`src/rtl/trap_filter_ctrl_if.sv`:
```
// trap_filter_ctrl_if
//   Runtime parameter-set handshake for the trapezoidal filter controller.
//   master : parameter source (drives cfg_valid/cfg_k/cfg_l/cfg_m,
//            observes cfg_ready/cfg_err)
//   slave  : trap_filter_ctrl
//   cfg_valid  new parameter set offered
//   cfg_k      rise time k           (KL_W bits)
//   cfg_l      flat-top delay l      (KL_W bits)
//   cfg_m      pole-zero multiplier  (M_W bits)
//   cfg_ready  controller can take a set this cycle
//   cfg_err    one-cycle pulse, previous offered set was rejected
interface trap_filter_ctrl_if #(
    parameter int KL_W = 8,
    parameter int M_W  = 16
) ();
    logic            cfg_valid;
    logic [KL_W-1:0] cfg_k;
    logic [KL_W-1:0] cfg_l;
    logic [M_W-1:0]  cfg_m;
    logic            cfg_ready;
    logic            cfg_err;

    modport master (
        output cfg_valid, cfg_k, cfg_l, cfg_m,
        input  cfg_ready, cfg_err
    );

    modport slave (
        input  cfg_valid, cfg_k, cfg_l, cfg_m,
        output cfg_ready, cfg_err
    );
endinterface

```
`src/rtl/trap_filter_ctrl.sv`:
```
// trap_filter_ctrl
//   Sequencer/configuration controller for the trapezoidal shaping filter.
//   Holds the filter parameters {k, l, M}, flushes the filter delay lines on
//   every reconfiguration or restart, gates ADC samples into the filter and
//   qualifies the filter output once its response has settled.
//
//   Optional feature macro: TRAP_CTRL_PARAM_CHECK_EN
//     defined   : sets with k=0, l<k or l+k > 2^KL_W-1 are rejected (cfg_err)
//     undefined : every set is accepted, cfg_err is tied low
//
//   Ports
//     clk        system clock
//     reset      synchronous, active-low reset
//     run        level: 1 = process samples, 0 = go idle
//     adc_data   raw ADC sample (DATA_W)
//     adc_valid  adc_data qualifier
//     cfg        parameter handshake (trap_filter_ctrl_if.slave)
//     flt_k/l/m  registered parameters to the filter
//     flt_clr    synchronous clear of filter delay lines/accumulators
//     flt_din    sample fed to filter (zero while flushing)
//     flt_en     filter clock-enable
//     out_valid  filter output settled and usable
//     state      FSM state (IDLE=0, FLUSH=1, SETTLE=2, RUN=3)
module trap_filter_ctrl #(
    parameter int DATA_W = 14,  // matches SIZE_ADC_DATA of package_settings
    parameter int KL_W   = 8,
    parameter int M_W    = 16
) (
    input  logic              clk,
    input  logic              reset,
    input  logic              run,
    input  logic [DATA_W-1:0] adc_data,
    input  logic              adc_valid,
    trap_filter_ctrl_if.slave cfg,
    output logic [KL_W-1:0]   flt_k,
    output logic [KL_W-1:0]   flt_l,
    output logic [M_W-1:0]    flt_m,
    output logic              flt_clr,
    output logic [DATA_W-1:0] flt_din,
    output logic              flt_en,
    output logic              out_valid,
    output logic [1:0]        state
);

    typedef enum logic [1:0] {
        IDLE   = 2'd0,
        FLUSH  = 2'd1,
        SETTLE = 2'd2,
        RUN    = 2'd3
    } state_t;

    state_t          st_q, st_d;
    logic [KL_W:0]   cnt_q, cnt_d;
    logic            rdy_q;      // low only during/just after reset
    logic            clr_q;
    logic            ov_q;
    logic            accept;
    logic            legal;
    logic            take;
    logic [KL_W:0]   cfg_span;
    logic [KL_W:0]   span;

    assign cfg.cfg_ready = rdy_q && (st_q != FLUSH);
    assign accept        = cfg.cfg_valid && cfg.cfg_ready;
    assign cfg_span      = {1'b0, cfg.cfg_l} + {1'b0, cfg.cfg_k};

`ifdef TRAP_CTRL_PARAM_CHECK_EN
    logic err_q;

    assign legal = (cfg.cfg_k != '0) && (cfg.cfg_l >= cfg.cfg_k) &&
                   (cfg_span <= {1'b0, {KL_W{1'b1}}});
    assign cfg.cfg_err = err_q;

    always_ff @(posedge clk) begin
        if (!reset) err_q <= 1'b0;
        else        err_q <= accept && !legal;
    end
`else
    assign legal       = 1'b1;
    assign cfg.cfg_err = 1'b0;
`endif

    assign take = accept && legal;

    // Counter load always uses the set that will be in force next cycle, so a
    // flush started by an accepted set is sized by that new set.
    assign span = take ? cfg_span : ({1'b0, flt_l} + {1'b0, flt_k});

    always_comb begin
        st_d  = st_q;
        cnt_d = cnt_q;
        if (!run) begin
            st_d  = IDLE;
            cnt_d = '0;
        end else if (take) begin
            st_d  = FLUSH;
            cnt_d = span;
        end else begin
            case (st_q)
                IDLE: begin
                    st_d  = FLUSH;
                    cnt_d = span;
                end
                FLUSH: begin
                    // <= 1 so a zero span still spends exactly one cycle here
                    if (cnt_q <= (KL_W+1)'(1)) begin
                        st_d  = SETTLE;
                        cnt_d = span;
                    end else begin
                        cnt_d = cnt_q - 1'b1;
                    end
                end
                SETTLE: begin
                    if (cnt_q == '0) begin
                        st_d = RUN;
                    end else if (adc_valid) begin
                        if (cnt_q == (KL_W+1)'(1)) begin
                            st_d  = RUN;
                            cnt_d = '0;
                        end else begin
                            cnt_d = cnt_q - 1'b1;
                        end
                    end
                end
                RUN: begin
                    cnt_d = '0;
                end
                default: begin
                    st_d  = IDLE;
                    cnt_d = '0;
                end
            endcase
        end
    end

    always_comb begin
        flt_en  = 1'b0;
        flt_din = '0;
        case (st_q)
            FLUSH: flt_en = 1'b1;
            SETTLE, RUN: begin
                flt_en  = adc_valid;
                flt_din = adc_data;
            end
            default: ;
        endcase
    end

    always_ff @(posedge clk) begin
        if (!reset) begin
            st_q  <= IDLE;
            cnt_q <= '0;
            rdy_q <= 1'b0;
            clr_q <= 1'b0;
            ov_q  <= 1'b0;
            flt_k <= KL_W'(1);
            flt_l <= KL_W'(2);
            flt_m <= '0;
        end else begin
            st_q  <= st_d;
            cnt_q <= cnt_d;
            rdy_q <= 1'b1;
            clr_q <= (st_d == FLUSH) && (st_q != FLUSH);
            // only samples that stay in RUN are qualified; a restart drops
            // the pending one so out_valid never shows during a flush
            ov_q  <= (st_q == RUN) && (st_d == RUN) && adc_valid;
            if (take) begin
                flt_k <= cfg.cfg_k;
                flt_l <= cfg.cfg_l;
                flt_m <= cfg.cfg_m;
            end
        end
    end

    assign flt_clr   = clr_q;
    assign out_valid = ov_q;
    assign state     = st_q;

endmodule

```
`src/flat_wrapper.sv`:
```
// flat-port wrapper written by rule: the top's interface ports become plain ports
module trap_filter_ctrl_flat 
#(
    parameter int DATA_W = 14,                                              
    parameter int KL_W   = 8,
    parameter int M_W    = 16
)
  (clk, reset, run, adc_data, adc_valid, flt_k, flt_l, flt_m, flt_clr, flt_din, flt_en, out_valid, state, cfg_cfg_valid, cfg_cfg_k, cfg_cfg_l, cfg_cfg_m, cfg_cfg_ready, cfg_cfg_err);
  trap_filter_ctrl_if #(.KL_W(KL_W), .M_W(M_W)) cfg_i ();
  input  logic clk;
  input  logic reset;
  input  logic run;
  input  logic [DATA_W-1:0] adc_data;
  input  logic adc_valid;
  output logic [KL_W-1:0] flt_k;
  output logic [KL_W-1:0] flt_l;
  output logic [M_W-1:0] flt_m;
  output logic flt_clr;
  output logic [DATA_W-1:0] flt_din;
  output logic flt_en;
  output logic out_valid;
  output logic [1:0] state;
  input wire logic [$bits(cfg_i.cfg_valid)-1:0] cfg_cfg_valid;
  input wire logic [$bits(cfg_i.cfg_k)-1:0] cfg_cfg_k;
  input wire logic [$bits(cfg_i.cfg_l)-1:0] cfg_cfg_l;
  input wire logic [$bits(cfg_i.cfg_m)-1:0] cfg_cfg_m;
  output wire logic [$bits(cfg_i.cfg_ready)-1:0] cfg_cfg_ready;
  output wire logic [$bits(cfg_i.cfg_err)-1:0] cfg_cfg_err;
  assign cfg_i.cfg_valid = cfg_cfg_valid;
  assign cfg_i.cfg_k = cfg_cfg_k;
  assign cfg_i.cfg_l = cfg_cfg_l;
  assign cfg_i.cfg_m = cfg_cfg_m;
  assign cfg_cfg_ready = cfg_i.cfg_ready;
  assign cfg_cfg_err = cfg_i.cfg_err;
  trap_filter_ctrl #(.DATA_W(DATA_W), .KL_W(KL_W), .M_W(M_W)) u_core (.clk(clk), .reset(reset), .run(run), .adc_data(adc_data), .adc_valid(adc_valid), .cfg(cfg_i), .flt_k(flt_k), .flt_l(flt_l), .flt_m(flt_m), .flt_clr(flt_clr), .flt_din(flt_din), .flt_en(flt_en), .out_valid(out_valid), .state(state));
endmodule
```
`config.mk`:
```
export PLATFORM = sky130hd
export DESIGN_NAME = trap_filter_ctrl_flat
export DESIGN_NICKNAME = d
export VERILOG_FILES = /design/src/rtl/trap_filter_ctrl_if.sv /design/src/rtl/trap_filter_ctrl.sv /design/src/flat_wrapper.sv
export SDC_FILE = /design/constraint.sdc
export NUM_CORES = 1
export LEC_CHECK = 0
export BUFFER_PORTS_ARGS = -buffer_cell sky130_fd_sc_hd__buf_2
export CORE_ASPECT_RATIO = 1.25
export CORE_UTILIZATION = 54
export CTS_BUF_LIST = sky130_fd_sc_hd__clkbuf_4 sky130_fd_sc_hd__clkbuf_8 sky130_fd_sc_hd__clkbuf_16
export DETAILED_ROUTE_END_ITERATION = 16
export HOLD_SLACK_MARGIN = 0.12
export PLACE_DENSITY = 0.86
export SKIP_CTS_REPAIR_TIMING = 1
export SLEW_MARGIN = 20
export SYNTH_ARGS = -nofsm -noshare
export SYNTH_HDL_FRONTEND = slang
export SYNTH_SLANG_ARGS = --single-unit
```
`constraint.sdc`:
```
create_clock -name clk -period 4.19 [get_ports clk]
set_input_delay 0.419 -clock clk [delete_from_list [all_inputs] [get_ports clk]]
set_output_delay 0.419 -clock clk [all_outputs]
set_load 0.01 [all_outputs]
```
==> results of run 1 <==
## worst register-to-register path: stages, from the launching register on
cell      delay, ns
dfxtp_1        0.83
nand2b_1       0.26
and3_1         0.65
buf_4          0.32
nor3_1         0.07
or3_1          0.34
a31oi_1        0.15
## layout by cell type (no fill, tap or decap), drive strengths merged, types with 2 or more instances in the layout
cell type	count
nor2	15
and2	15
buf	106
and4	2
nand2b	2
nor2b	3
o21bai	2
a21boi	30
nand2	77
a31oi	2
or2	3
clkbuf	5
dfxtp	46
nor3	9
o21a	6
nor4	4
xor2	8
inv	12
a21o	2
fa	2
ha	19
o21ai	12
and3	3
a21oi	13
or3	3
o31a	3
a211oi	10
a221oi	3
or4	2
o32ai	2
o221ai	2
nand3	7
xnor2	3
o211ai	3
o22ai	2
## state kept, by name (all words and copies together), names as in the netlist
name and flops:
u_core.rdy_q 1, u_core.flt_m 16, u_core.flt_l 8, u_core.flt_clr 1
u_core.out_valid 1, u_core.flt_k 8, u_core.cnt_q 9, u_core.state 2
## power breakdown
group / internal, uW / leakage [uW] / switching, uW
Combinational: 126 / 0.00123 / 165
Clock: 179 / 0.0000585 / 157
Sequential: 461 / 0.000376 / 24.1
Total: 766 / 0.00166 / 346
## layout make-up
cell class | count | area, um^2 | area share, %
multi-input cells | 279 | 1810 | 51.7
clock buffers | 5 | 68.8 | 1.97
clock inverters | 3 | 43.8 | 1.25
repair buffers | 106 | 538 | 15.4
flip-flops and latches | 46 | 921 | 26.3
well taps | 62 | 77.6 | 2.22
inverters | 11 | 41.3 | 1.18
## layer usage
metal	vias up	wire (um)	GRT usage, %
met3	21	394	3.57
li1	1433	-	-
met2	103	3650	48.9
met4	0	227	12.4
met5	-	0	0
met1	1362	2920	31.8
## worst min path at each step
stage                             endpoint             start  depth (start not counted)
after global routing      u_core.flt_m[13]     cfg_cfg_m[13]                          3
final                     u_core.flt_m[14]     cfg_cfg_m[14]                          3
after floorplan               u_core.rdy_q             reset                          0
after global placement     u_core.flt_m[7]   u_core.flt_m[7]                          2
after CTS                  u_core.flt_m[8]      cfg_cfg_m[8]                          3
after detailed placement  u_core.flt_m[15]  u_core.flt_m[15]                          2
## per-stage QoR
stage / cells / util (%) / total power, uW / hold WS (ns)
finish: 512 / 68.8 / 1110 / 0.359
global route: 512 / 68.8 / 1170 / 0.369
CTS: 511 / 68.7 / 1120 / 0.358
detailed placement: 503 / 66.5 / 782 / 0.459
global placement: 503 / 66.5 / 772 / 0.449
floorplan: 354 / - / 689 / 0.447
## logic make-up after synthesis
family / Yosys count / share of synthesized area [%]
xor+xnor: 11 / 3.39
flops: 46 / 32.4
other cells: 1 / 0.132
simple gates: 146 / 24.4
compound gates: 100 / 25.9
fa+ha+maj: 21 / 9.77
buf+inv: 29 / 4.05
==> metrics.txt, run 1 <==
hpwl dp=5470 um; final setup vio count=0; DP Area=3380 um^2; RR Startpoint=u_core.state[1]; Fin. Hold Viols=0; ys async rst share=0%; Setup crit start=u_core.state[1]; RSZ-0062 raised after global routing=no; boundary pin count=roughly 100; overall routing resource usage=27.6%; cell with the most instances after synthesis=nand2_1; Worst R2R Setup Slack=approximately 1.5 ns; chip height=83.1 um; WP buf/inv=1; H-tree depth=2; largest net degree at the start of global routing=35; Synth Flop Type=dfxtp_1; critical path endpoint=u_core.cnt_q[4]; leading area contributor after synthesis=dfxtp_1; worst vdd ir=approximately 0.28 mV; routed len/inst=~14 um; Initial DRC Count=approximately 140; total grt overflow=0; first-pass GRT wire length=12100 um; FF-to-FF path depth=6; critical-path cell list=nand2b_1, and3_1, buf_4, nor3_1, or3_1, a31oi_1; share of layout cells above drive strength 1=between 20% and 30%; worst-margin pin slew=0.766 ns; pwr/cell area=318 nW/um^2; Final Max Tran Viols=0; Pre-Repair DR Iteration Count=4; clk_lat worst skew=0.30 ns; slowest CP cell=dfxtp_1; Post-DRT Antenna Nets=0; number of synthesized register bits=46; RR Endpoint=u_core.cnt_q[4]; cell area after layout=3500 um^2; Post-Syn Instances=around 350; Worst Hold Class=input port to register; final worst slack=between 1.5 and 2 ns; CP peak stage delay=between 0.8 and 0.9 ns; layout net count=approximately 520; syn_nets=426; Area contributors post-synth=dfxtp_1, nand2_1, ha_1, a21boi_0, and2_1; Die W=66.9 um; Clock Path Buffers=2; gpl congestion=0.827; f_max=0.372 GHz; Final period util=64.2%; CTS Root Cell=clkbuf_8; PortBufs=102; CTS tree=built; CP arrival=a little under 3 ns; leakage power=between 0.0015 and 0.002 uW; detailed-route wire length=7190 um; # diodes=0; Rel. slew slack=48.9%; status=finished clean; Seq/Total Area, Yosys=32.4%; initial antenna violation count=0; P&R area growth vs syn=23.0%; vias=2919; Post-Syn Area=roughly 2800 um^2; post-synth top area share=around 32%; CP Data Required Time=4.41 ns; mean area per synthesized cell=8.03 um^2; post-place setup slack=1.50 ns; CTS Sinks=46; largest delay contributor family on the critical path=simple AND/OR/NAND/NOR gates; CP Launch Type=register; highest fanout seen on the critical path=29; via-per-instance ratio=about 5.7; YS warnings=0; WP depth=6; setup TNS=0 ns; Initial Util=roughly 56%; Total Die Area=5560 um^2; Worst Setup End Kind=register; EDFF count, synth=0; Min Clock Period, post-route=around 2.7 ns; most frequent cells after synthesis=nand2_1, dfxtp_1, a21boi_0, ha_1; clock-pin slew on the worst setup and hold paths=0.09 ns; Filler Cell Count=411; num rows=29; Num CTS Buffers=5; vias in the first global route=2877; Core ar.=just over 5000 um^2; Clock Skew=0.00517 ns; drt drc=0; worst setup path class=register to register; count of different cell masters after synthesis=53; Max Cap Violations=0
Power figures use the tool's default switching activity.
==> run 2, diff against run 1 <==
--- a/config.mk
+++ b/config.mk
@@ -7,11 +7,11 @@
 export LEC_CHECK = 0
 export BUFFER_PORTS_ARGS = -buffer_cell sky130_fd_sc_hd__buf_2
 export CORE_ASPECT_RATIO = 1.25
-export CORE_UTILIZATION = 54
+export CORE_UTILIZATION = 45
 export CTS_BUF_LIST = sky130_fd_sc_hd__clkbuf_4 sky130_fd_sc_hd__clkbuf_8 sky130_fd_sc_hd__clkbuf_16
 export DETAILED_ROUTE_END_ITERATION = 16
 export HOLD_SLACK_MARGIN = 0.12
-export PLACE_DENSITY = 0.86
+export PLACE_DENSITY = 0.77
 export SKIP_CTS_REPAIR_TIMING = 1
 export SLEW_MARGIN = 20
 export SYNTH_ARGS = -nofsm -noshare
==> constraint.sdc (replaced) <==
create_clock -name clk -period 2.2 [get_ports clk]
set_input_delay 0.22 -clock clk [delete_from_list [all_inputs] [get_ports clk]]
set_output_delay 0.22 -clock clk [all_outputs]
set_load 0.01 [all_outputs]
==> run 2 against run 1 <==
Compared with the run above:
- combinational power increased by 110%
- critical path depth increased by 3
- design area increased by 4.8%
- final cell count increased by 6.3%
- sequential share of layout area decreased by 1.1 points
- total power increased by 94%
- die area increased by 19%
- worst setup slack got worse by 1.4 ns
- fmax increased by 26%
==> metrics.txt, run 2 (synthesized netlist as in run 1, its figures left out) <==
commonest non-fill, non-tap cells in the layout=buf_2, nand2_1, dfxtp_1 (unchanged); Min Clock Period, post-route=2.14 ns (was 2.69 ns); worst-margin pin slew=0.522 ns (was 0.766 ns); routed len/inst=13.9 um (was 14.0 um); total grt overflow=0 (unchanged); via-per-instance ratio=5.39 (was 5.70); vias=2930 (was 2919); status=finished clean (unchanged); Die W=73.1 um (was 66.9 um); Final Max Tran Viols=0 (unchanged); Total Die Area=6640 um^2 (was 5560 um^2); Initial Util=46.4% (was 56.0%); leakage power=0.00174 uW (was 0.00166 uW); Clock Path Buffers=2 (unchanged); Hold WS=0.160 ns (was 0.359 ns); CTS Sinks=46 (unchanged); chip height=90.9 um (was 83.1 um); # diodes=0 (unchanged); CTS tree=built (unchanged); worst setup path class=register to register (unchanged); overall routing resource usage=23.2% (was 27.6%); detailed-route wire length=7560 um (was 7190 um); CP arrival=2.34 ns (was 2.91 ns); WP buf/inv=1 (unchanged); Post-DRT Antenna Nets=0 (unchanged); CP Launch Type=register (unchanged); CTS Root Cell=clkbuf_8 (unchanged); num rows=32 (was 29); largest delay contributor family on the critical path=compound AO/OA/AOI/OAI gates (was simple AND/OR/NAND/NOR gates); PortBufs=102 (unchanged); Reg with most FFs=u_core.flt_m (unchanged); hpwl dp=5550 um (was 5470 um); Largest register FFs=16 (unchanged); Initial DRC Count=108 (was 135); final setup vio count=0 (unchanged); Pre-Repair DR Iteration Count=4 (unchanged); P&R area growth vs syn=29.0% (was 23.0%); boundary pin count=104 (unchanged); Num CTS Buffers=5 (unchanged); drt drc=0 (unchanged); H-tree depth=2 (unchanged); Worst Hold Class=input port to register (unchanged); clk_lat worst skew=0.30 ns (about the same); worst vdd ir=0.357 mV (was 0.284 mV); Fin. Hold Viols=0 (unchanged); vias in the first global route=2834 (was 2877); Worst R2R Setup Slack=0.06 ns (was 1.50 ns); layout net count=531 (was 521); first-pass GRT wire length=12300 um (was 12100 um); DP Area=3500 um^2 (was 3380 um^2); Worst Setup End Kind=register (unchanged); Final period util=97.3% (was 64.2%); Filler Cell Count=561 (was 411); leading cell type in the layout, fill and taps excluded=buf_2 (unchanged); Clock Skew=0.00568 ns (was 0.00517 ns); highest fanout seen on the critical path=3 (was 29); critical-path cell list=ha_4, inv_1, fa_2, nor2b_2, o31a_1, o22ai_2, xnor2_1, a221oi_2, a2111oi_2 (was nand2b_1, and3_1, buf_4, nor3_1, or3_1, a31oi_1); CP peak stage delay=0.38 ns (was 0.83 ns); clock-pin slew on the worst setup and hold paths=0.09 ns (about the same); largest net degree at the start of global routing=46 (was 35); gpl congestion=0.847 (was 0.827); initial antenna violation count=0 (unchanged); slowest CP cell=fa_2 (was dfxtp_1); share of layout cells above drive strength 1=30.9% (was 27.8%); Largest regs=u_core.flt_m x16, u_core.cnt_q x9 (unchanged); f_max=0.467 GHz (was 0.372 GHz); Max Cap Violations=0 (unchanged); Rel. slew slack=65.1% (was 48.9%); pwr/cell area=589 nW/um^2 (was 318 nW/um^2); Core ar.=6130 um^2 (was 5080 um^2); cell area after layout=3670 um^2 (was 3500 um^2); CP Data Required Time=2.40 ns (was 4.41 ns)
## run 2: cell count changes in the layout (fill, tap and decap cells not counted), moves of 2 or more
cell and delta:
dfxtp_1 -2, dfxtp_2 +2, buf_12 +2, buf_4 +9
## run 2: tightest hold or removal path: stages
cell,delay (ns)
buf_2,0.09
nand2_1,0.04
a21boi_0,0.06
## run 2: power by group
part	leakage, uW	internal, uW	switching [uW]
Combinational	0.00130	270	330
Clock	0.0000573	364	274
Sequential	0.000376	878	43.5
## run 2: layout make-up
class / count / area [um^2] / area share, %
multi-input combinational: 279 / 1840 / 50.2
sequential: 46 / 923 / 25.2
timing repair buffer: 116 / 641 / 17.5
tap: 85 / 106 / 2.90
clock buffer: 6 / 82.6 / 2.25
inverter: 11 / 41.3 / 1.13
clock inverter: 1 / 30.0 / 0.819
## run 2: final timing paths
| path | startpoint | to | cells past startpoint |
|---|---|---|---|
| setup / recovery | u_core.flt_k[0] | u_core.cnt_q[6] | 9 |
| hold / removal | cfg_cfg_m[8] | u_core.flt_m[8] | 3 |
| setup reg to reg | u_core.flt_k[0] | u_core.cnt_q[6] | 9 |
| hold reg to reg | u_core.flt_m[13] | u_core.flt_m[13] | 2 |
## run 2: layer usage
| layer | up-vias | share of wire [%] | track usage, % |
|---|---|---|---|
| met4 | 0 | 2.3 | 10.3 |
| met1 | 1363 | 41 | 25.8 |
| met3 | 14 | 5.3 | 3.01 |
| met2 | 106 | 51 | 42.4 |
| met5 | - | 0 | 0 |
| li1 | 1447 | - | - |
## run 2: metrics by stage
step	util [%]	worst slack, ns	total power (uW)	std cells	TNS [ns]
2_1_floorplan	-	0.215	1310	354	0
4_1_cts	59.0	0.0293	2150	542	0
5_1_grt	59.8	-0.101	2280	544	-0.167
3_5_place_dp	57.1	-0.0415	1520	535	-0.0415
6_report	59.8	0.0599	2160	544	0
3_3_place_gp	57.1	0.0539	1500	535	0
==> run 3, diff against run 2 <==
--- a/config.mk
+++ b/config.mk
@@ -5,9 +5,10 @@
 export SDC_FILE = /design/constraint.sdc
 export NUM_CORES = 1
 export LEC_CHECK = 0
+export ABC_AREA = 1
 export BUFFER_PORTS_ARGS = -buffer_cell sky130_fd_sc_hd__buf_2
 export CORE_ASPECT_RATIO = 1.25
-export CORE_UTILIZATION = 45
+export CORE_UTILIZATION = 46
 export CTS_BUF_LIST = sky130_fd_sc_hd__clkbuf_4 sky130_fd_sc_hd__clkbuf_8 sky130_fd_sc_hd__clkbuf_16
 export DETAILED_ROUTE_END_ITERATION = 16
 export HOLD_SLACK_MARGIN = 0.12
==> run 3 against run 2 <==
Compared with the run above:
- worst setup slack gained 0.24 ns
- count of clock-buffer cells in the layout did not move
- register-to-register slack better by 0.24 ns
- core utilization decreased by 0.89 points
- total power is 0.63% higher
- synthesized cell count rose by 31%
- final cell count increased by 19%
- highest routed layer unchanged
- critical endpoint unchanged
- global-route usage is 1.1 points lower
- critical path depth is 2 higher
- routed wire length is 4.7% lower
- sequential share of layout area decreased by 0.18 points
==> metrics.txt, run 3 <==
drt drc=0 (unchanged); post-synthesis xor/xnor area fraction=2.62% (was 3.39%); Reg with most FFs=u_core.flt_m (unchanged); layout net count=634 (was 531); Pre-Repair DR Iteration Count=4 (unchanged); initial antenna violation count=0 (unchanged); worst setup path class=register to register (unchanged); leading cell type in the layout, fill and taps excluded=nand2_1 (was buf_2); Worst Setup End Kind=register (unchanged); total grt overflow=0 (unchanged); Max Cap Violations=0 (unchanged); f_max=0.527 GHz (was 0.467 GHz); Num CTS Buffers=5 (unchanged); Hold WS=0.152 ns (was 0.160 ns); leading area contributor after synthesis=dfxtp_1 (unchanged); Initial DRC Count=119 (was 108); detailed-route wire length=7200 um (was 7560 um); YS warnings=0 (unchanged); via-per-instance ratio=4.78 (was 5.39); Initial Util=48.1% (was 46.4%); ys async rst share=0% (unchanged); Clock Path Buffers=2 (unchanged); Post-DRT Antenna Nets=0 (unchanged); RSZ-0062 raised after global routing=no; # diodes=0 (unchanged); DP Area=3560 um^2 (was 3500 um^2); Total Die Area=6860 um^2 (was 6640 um^2); Synth Flop Type=dfxtp_1 (unchanged); CP Data Required Time=2.40 ns (about the same); H-tree depth=2 (unchanged); routed len/inst=11.1 um (was 13.9 um); highest fanout seen on the critical path=3 (unchanged); pwr/cell area=590 nW/um^2 (was 589 nW/um^2); Final Max Tran Viols=0 (unchanged); Adder-Cell Fraction of Synth Area=9.25% (was 9.77%); PortBufs=102 (unchanged); Fin. Hold Viols=0 (unchanged); PnR Total Power=2170 uW (was 2160 uW); clock-pin slew on the worst setup and hold paths=0.09 ns (about the same); Clock Skew=0.00498 ns (was 0.00568 ns); main combinational cell family by area after synthesis=simple AND/OR/NAND/NOR gates (was compound AO/OA/AOI/OAI gates); P&R area growth vs syn=22.6% (was 29.0%); chip height=92.3 um (was 90.9 um); Min Clock Period, post-route=1.90 ns (was 2.14 ns); status=finished clean (unchanged); vias=3095 (was 2930); Final period util=86.3% (was 97.3%); complex-gate fraction of the synthesized area=11.5% (was 25.9%); Post-Syn Instances=462 (was 354); Largest register FFs=16 (unchanged); Largest regs=u_core.flt_m x16, u_core.cnt_q x9 (unchanged); Area contributors post-synth=dfxtp_1, nand2_1, a21oi_1, ha_1, inv_1 (was dfxtp_1, nand2_1, ha_1, a21boi_0, and2_1); syn_nets=534 (was 426); boundary pin count=104 (unchanged); most frequent cells after synthesis=nand2_1, inv_1, a21oi_1, dfxtp_1, nand3_1 (was nand2_1, dfxtp_1, a21boi_0, ha_1); cell area after layout=3680 um^2 (was 3670 um^2); leakage power=0.00209 uW (was 0.00174 uW); largest net degree at the start of global routing=30 (was 46); CTS Sinks=46 (unchanged); Worst Hold Class=input port to register (unchanged); worst vdd ir=0.529 mV (was 0.357 mV); EDFF count, synth=0 (unchanged); share of layout cells above drive strength 1=23.1% (was 30.9%); final setup vio count=0 (unchanged); gpl congestion=0.878 (was 0.847); Seq/Total Area, Yosys=30.7% (was 32.4%); post-layout util=59.0% (was 59.8%); commonest non-fill, non-tap cells in the layout=nand2_1, buf_2, inv_1 (was buf_2, nand2_1, dfxtp_1); vias in the first global route=3033 (was 2834); mean area per synthesized cell=6.50 um^2 (was 8.03 um^2); Post-Syn Area=3000 um^2 (was 2840 um^2); Core ar.=6250 um^2 (was 6130 um^2); CTS tree=built (unchanged); overall routing resource usage=22.1% (was 23.2%); setup TNS=0 ns (unchanged); CP arrival=2.09 ns (was 2.34 ns); post-synth top area share=30.7% (was 32.4%); count of different cell masters after synthesis=33 (was 53); CTS Root Cell=clkbuf_8 (unchanged); CP Launch Type=register (unchanged); Synth Area in Simple Gates=34.0% (was 24.4%); number of synthesized register bits=46 (unchanged); Storage cell area=921 um^2 (was 923 um^2); post-synthesis mux area share=0% (unchanged); cell with the most instances after synthesis=nand2_1 (unchanged); Filler Cell Count=631 (was 561); first-pass GRT wire length=12200 um (was 12300 um); Die W=74.3 um (was 73.1 um); num rows=32 (unchanged); multi-input logic area=1730 um^2 (was 1840 um^2); clk_lat worst skew=0.30 ns (about the same); hpwl dp=5690 um (was 5550 um)
==> run 3: layout make-up <==
cell class                 count  area share [%]
sequential                    46            25.0
tap                           85            2.89
inverter                      67            6.97
multi-input combinational    334            46.9
clock inverter                 2            1.02
timing repair buffer         108            15.2
clock buffer                   6            2.07
==> run 3: layer usage <==
metal,track usage (%),wire length [um]
met1,25.0,3120
met2,41.6,3590
met3,3.70,394
met4,5.66,92
met5,0,0
==> run 3: cells by family (layout without fill, tap and decap cells) <==
kind of cell | count (synthesis) | in the layout
buf+inv | 82 | 183
other cells | 1 | 1
flops | 46 | 46
xor+xnor | 9 | 9
simple gates | 238 | 238
compound gates | 65 | 65
fa+ha+maj | 21 | 21
==> run 3: worst max-delay path, cell delays in order, from the launching register on <==
cell and delay (ns):
dfxtp_1 0.36, ha_1 0.17, inv_1 0.05, fa_1 0.40
o21ai_1 0.26, nand2_1 0.12, nand2_1 0.08, nand2_1 0.05
a21oi_1 0.13, nor2_1 0.06, nor2_1 0.08, nor2_1 0.04
==> run 3: path summary, 6_finish.rpt <==
| path | depth (start not counted) | from | slack [ns] | to |
|---|---|---|---|---|
| hold reg to reg | 2 | u_core.flt_m[1] | 0.47 | u_core.flt_m[1] |
| hold / removal | 3 | cfg_cfg_k[0] | 0.15 | u_core.flt_k[0] |
| setup / recovery | 11 | u_core.flt_k[0] | 0.30 | u_core.cnt_q[6] |
| setup reg to reg | 11 | u_core.flt_k[0] | 0.30 | u_core.cnt_q[6] |
==> run 3: power breakdown <==
group          leakage, uW  switching (uW)  internal, uW
Clock            0.0000548             298           352
Combinational      0.00166             373           238
Sequential        0.000376            33.2           879
==> run 3: per-stage QoR <==
step	instances	worst slack, ns
floorplan	462	0.319
global placement	639	0.229
detailed placement	639	0.194
CTS	647	0.182
global route	648	0.126
finish	648	0.302
